<file path="config.mk">
export PLATFORM = sky130hd
export DESIGN_NAME = fc_argmax
export DESIGN_NICKNAME = d
export VERILOG_FILES = /design/src/rtl/fc_argmax.sv
export SDC_FILE = /design/constraint.sdc
export NUM_CORES = 1
export LEC_CHECK = 0
export ABC_AREA = 1
export BUFFER_PORTS_ARGS = -buffer_cell sky130_fd_sc_hd__buf_4
export CAP_MARGIN = 30
export CORE_ASPECT_RATIO = 0.5
export CORE_UTILIZATION = 35
export DETAILED_ROUTE_END_ITERATION = 12
export SYNTH_ARGS = -nofsm -noshare
export SYNTH_HDL_FRONTEND = slang
export SYNTH_SLANG_ARGS = --single-unit
</file>
<file path="constraint.sdc">
create_clock -name clk -period 3.25 [get_ports clk]
set_clock_uncertainty 0.05 [all_clocks]
set_input_delay 0.8125 -clock clk [delete_from_list [all_inputs] [get_ports clk]]
set_output_delay 0.8125 -clock clk [all_outputs]
set_load 0.03 [all_outputs]
</file>
<file path="src/rtl/fc_argmax.sv">
// Argmax over a packed vector of signed FC scores: capture, sequential scan, hold result.
// Optional macro FC_ARGMAX_RELU_EN clamps each lane to max(lane, 0) at capture.
module fc_argmax #(
  parameter int BITWIDTH    = 8,
  parameter int OUTPUT_SIZE = 5,
  localparam int IDX_W      = (OUTPUT_SIZE > 1) ? $clog2(OUTPUT_SIZE) : 1,
  localparam int SW         = 2 * BITWIDTH
) (
  input  logic                      clk,
  input  logic                      rst,
  input  logic                      in_valid,
  output logic                      in_ready,
  input  logic [SW*OUTPUT_SIZE-1:0] result,
  output logic                      out_valid,
  input  logic                      out_ready,
  output logic [IDX_W-1:0]          out_index,
  output logic [SW-1:0]             out_value,
  output logic                      busy
);

  typedef enum logic [1:0] {IDLE, SCAN, DONE} state_t;

  localparam logic [IDX_W-1:0] LAST = IDX_W'(OUTPUT_SIZE - 1);

  state_t                state_q, state_d;
  logic signed [SW-1:0]  vec_q [OUTPUT_SIZE];
  logic signed [SW-1:0]  vec_d [OUTPUT_SIZE];
  logic signed [SW-1:0]  max_q, max_d;
  logic [IDX_W-1:0]      idx_q, idx_d;
  logic [IDX_W-1:0]      ptr_q, ptr_d;
  logic signed [SW-1:0]  val_q, val_d;
  logic [IDX_W-1:0]      oidx_q, oidx_d;
  logic signed [SW-1:0]  lane_w;
  logic signed [SW-1:0]  cand_max;
  logic [IDX_W-1:0]      cand_idx;

`ifdef FC_ARGMAX_RELU_EN
  function automatic logic signed [SW-1:0] capture(input logic signed [SW-1:0] x);
    return (x < 0) ? '0 : x;
  endfunction
`else
  function automatic logic signed [SW-1:0] capture(input logic signed [SW-1:0] x);
    return x;
  endfunction
`endif

  always_comb begin
    state_d = state_q;
    vec_d   = vec_q;
    max_d   = max_q;
    idx_d   = idx_q;
    ptr_d   = ptr_q;
    val_d   = val_q;
    oidx_d  = oidx_q;

    // Strict greater-than keeps the lowest index on ties.
    lane_w   = vec_q[ptr_q];
    cand_max = max_q;
    cand_idx = idx_q;
    if (lane_w > max_q) begin
      cand_max = lane_w;
      cand_idx = ptr_q;
    end

    case (state_q)
      IDLE: begin
        if (in_valid) begin
          for (int i = 0; i < OUTPUT_SIZE; i++) begin
            vec_d[i] = capture(result[(i+1)*SW-1 -: SW]);
          end
          max_d = vec_d[0];
          idx_d = '0;
          ptr_d = IDX_W'(1);
          if (OUTPUT_SIZE == 1) begin
            state_d = DONE;
            val_d   = vec_d[0];
            oidx_d  = '0;
          end else begin
            state_d = SCAN;
          end
        end
      end
      SCAN: begin
        max_d = cand_max;
        idx_d = cand_idx;
        ptr_d = ptr_q + IDX_W'(1);
        if (ptr_q == LAST) begin
          state_d = DONE;
          val_d   = cand_max;
          oidx_d  = cand_idx;
        end
      end
      DONE: begin
        if (out_ready) state_d = IDLE;
      end
      default: state_d = IDLE;
    endcase
  end

  always_ff @(posedge clk) begin
    if (rst) begin
      state_q <= IDLE;
      for (int i = 0; i < OUTPUT_SIZE; i++) vec_q[i] <= '0;
      max_q   <= '0;
      idx_q   <= '0;
      ptr_q   <= '0;
      val_q   <= '0;
      oidx_q  <= '0;
    end else begin
      state_q <= state_d;
      vec_q   <= vec_d;
      max_q   <= max_d;
      idx_q   <= idx_d;
      ptr_q   <= ptr_d;
      val_q   <= val_d;
      oidx_q  <= oidx_d;
    end
  end

  // Handshakes are forced low while reset is asserted.
  assign in_ready  = (state_q == IDLE) && !rst;
  assign out_valid = (state_q == DONE) && !rst;
  assign busy      = (state_q != IDLE) && !rst;
  assign out_index = oidx_q;
  assign out_value = val_q;

endmodule

</file>
==> flow_metrics.tcl <==
set metrics [dict create \
    place.gp.congestion 0.953 \
    die_h_um 96.1 \
    critical_path.startpoint "ptr_q[0]$_SDFFE_PP0P_" \
    finalSetupViolCount 0 \
    ant_nets 0 \
    crit_fanout 33 \
    synth_seq_cells 123 \
    power_w 0.00468 \
    holdCritStartpoint "vec_q[78]$_SDFFE_PP0P_" \
    ir_drop_mv 0.411 \
    syn-instance-count 901 \
    area_delta_synth_final_pct 22.7 \
    netlist_area_um2 6190 \
    instances_no_fill 1223 \
    ios 106 \
    hold_class "register to register" \
    routed_wl_um 17400 \
    r2r-start "ptr_q[0]$_SDFFE_PP0P_" \
    min_period_ns 2.96 \
    p_leak_nw 3.35 \
    wire_per_inst_um 14.3 \
    p_per_area_nw_per_um2 616 \
    multi_input_area_um2 3020 \
    cpMostUsedCell "nand2_1" \
    n_fill_cell 1743 \
    tightest_slew_ns 0.959 \
    synthArstFlopShare 0 \
    die_x_um 190 \
    slowest_delay_ns 0.40 \
    drtIter0Drc 498 \
    place_inst 1191 \
    ys.flop_type "dfxtp_1" \
    final_core_utilization 0.451 \
    synth_top_area_frac 0.398 \
    dieArea_um2 18300 \
    cts-buffers-inserted 17 \
    vias_per_cell 4.82 \
    antennaDiodeCount 0 \
    drt-met1-wl_um 9280 \
    wl_met2_um 6780 \
    synth_warnings 0 \
    crit_path_start_kind "register" \
    top_layer_used "met4" \
    maxCapViolCount 0 \
    fmax_ghz 0.338 \
    synth_top_area_cell "dfxtp_1" \
    rows 33 \
    cp_top_family "simple AND/OR/NAND/NOR gates" \
    cts.sinks 123 \
    ctsResizeCount 0 \
    cp.required_ns 3.54 \
    grt_pass1_wl_um 27500 \
    drc_errors 0 \
    grt_pass1_vias 5186 \
    synth_enable_flop_cells 0 \
    clk_pin_slew_ns 0.06 \
    grt-ovfl-total 0 \
    clock_tree.buffer_depth 2 \
    slowest_stage "dfxtp_1" \
    fin_crit_sh 0.910 \
    grtUsageTotal 0.197 \
    place_hpwl_um 12400 \
    nets 1085 \
    path_class "register to register" \
    clk_latency_ns 0.42 \
    grt_max_degree 102 \
    critPathArrivalTime_ns 3.25 \
    syn_avg_cell_area_um2 6.87 \
    crit_chain "buf_4 -> nand2_1 -> nand3_1 -> nand3_1 -> o21ai_1 -> ha_1 -> nand2_1 -> inv_1 -> nand2_1 -> nand2_1 -> nand2_1 -> nand2_1 -> nand2_1 -> nand2_1 -> nand2_2 -> nand3_4 -> nand2_1 -> nand3_1 -> a21oi_1" \
    cts_hold_buf 0 \
    port_buffers 105 \
    fin_tns_setup_ns 0 \
    coreArea_um2 16800 \
    critPathBufInv 2 \
    synth.area.top_cells "dfxtp_1, nand2_1, a21oi_1" \
    end_kind "register" \
    cts_root_buf "clkbuf_16" \
    h-tree-depth 4 \
    slew_viol_final 0 \
    grt_setup_unrepaired "no" \
    cts_setup_buffers 0 \
    yosysSeqAreaShare 0.398 \
    layout-drive-gt1-share 0.185 \
    antenna_found_initial 0 \
    yosysUniqueCellTypes 32 \
    start_util 0.368 \
    maxSlewHeadroom 0.361 \
    synthesis.nets 1003 \
    via_count 5897 \
    wl_met3_um 1200 \
    finalHoldViolations 0 \
    status "complete, no violations" \
    tritoncts "built" \
    seq_area_um2 2460 \
    firstDrtPassIters 5 \
]
-- area by class of cell --
cell class	instances	share of cell area
Multi-Input combinational cell	619	0.397
Tap cell	227	0.0374
Timing Repair Buffer	120	0.120
Inverter	102	0.0514
Sequential cell	123	0.324
Clock buffer	17	0.0560
Clock inverter	15	0.0135
-- metrics by stage --
step	hold slack, ns	setup WS, ns	cell area, µm²
2_1_floorplan	0.384	0.547	6190
3_3_place_gp	0.402	0.316	7070
3_5_place_dp	0.404	0.286	7070
4_1_cts	0.416	0.244	7600
5_1_grt	0.428	0.0116	7600
6_report	0.414	0.291	7600
-- where the power goes --
part,switching [W],internal [W]
registers,0.0000485,0.00162
clock network,0.000734,0.000968
logic,0.000840,0.000468
-- metal layers --
metal / global-route usage / up-vias
met5: 0 / -
met4: 0.0497 / 0
met3: 0.0423 / 15
met2: 0.264 / 174
met1: 0.307 / 2666
li1: - / 3042
-- Yosys cell counts, types with 7 or more instances --
library cell	count
o21ai_0	25
nor2_1	63
a211oi_1	17
inv_1	97
nand4_2	11
dfxtp_1	123
nand3_1	68
clkbuf_1	18
a21oi_1	85
buf_2	21
o21ai_1	8
buf_4	7
nand4_1	10
ha_1	18
nand2_1	292
-- registers in the layout (all words and copies together), names as in the netlist --
name	cells
idx_q	3
max_q	16
out_index	3
out_value	16
ptr_q	3
state_q	2
vec_q	80
-- worst min-delay path: cells and delay by family, from the launching register on --
family           cells  cell delay (ns)
flip-flops           1             0.30
AND/OR/NAND/NOR      1             0.06
AO/OA/AOI/OAI        1             0.06
-- cell families (layout without fill, tap and decap cells) --
kind of cell / Yosys count / after routing / share of synthesized area
flip-flops: 123 / 123 / 0.398
XOR/XNOR: 1 / 1 / 0.00141
buffers and inverters: 159 / 254 / 0.116
AO/OA/AOI/OAI: 142 / 142 / 0.125
adder cells (fa/ha/maj): 18 / 18 / 0.0364
AND/OR/NAND/NOR: 458 / 458 / 0.324
-- path summary, 6_finish.rpt --
check | endpoint | slack, ns | cells past startpoint
max | max_q[5]$_SDFFE_PP0P_ | 0.29 | 19
min | vec_q[78]$_SDFFE_PP0P_ | 0.41 | 2
max reg2reg | max_q[5]$_SDFFE_PP0P_ | 0.29 | 19
min reg2reg | vec_q[78]$_SDFFE_PP0P_ | 0.41 | 2
-- cells in the final DEF (no fill, tap or decap), types with 2 or more instances in the layout --
| cell | instances |
|---|---|
| nor3_1 | 2 |
| nor2_4 | 2 |
| inv_6 | 3 |
| nand4_2 | 11 |
| clkbuf_16 | 17 |
| clkinv_4 | 2 |
| nand2_1 | 292 |
| nand3_1 | 68 |
| buf_4 | 119 |
| a211oi_1 | 17 |
| o21ai_0 | 24 |
| inv_1 | 97 |
| nand4_1 | 10 |
| ha_1 | 18 |
| nor3_2 | 2 |
| a21oi_2 | 4 |
| nand3_4 | 2 |
| o21ai_1 | 9 |
| nor2_1 | 63 |
| clkinvlp_4 | 5 |
| inv_2 | 3 |
| clkinv_2 | 6 |
| dfxtp_1 | 123 |
| nand2_2 | 3 |
| a21oi_1 | 85 |
Note: power is estimated with default switching activity, not from simulation.
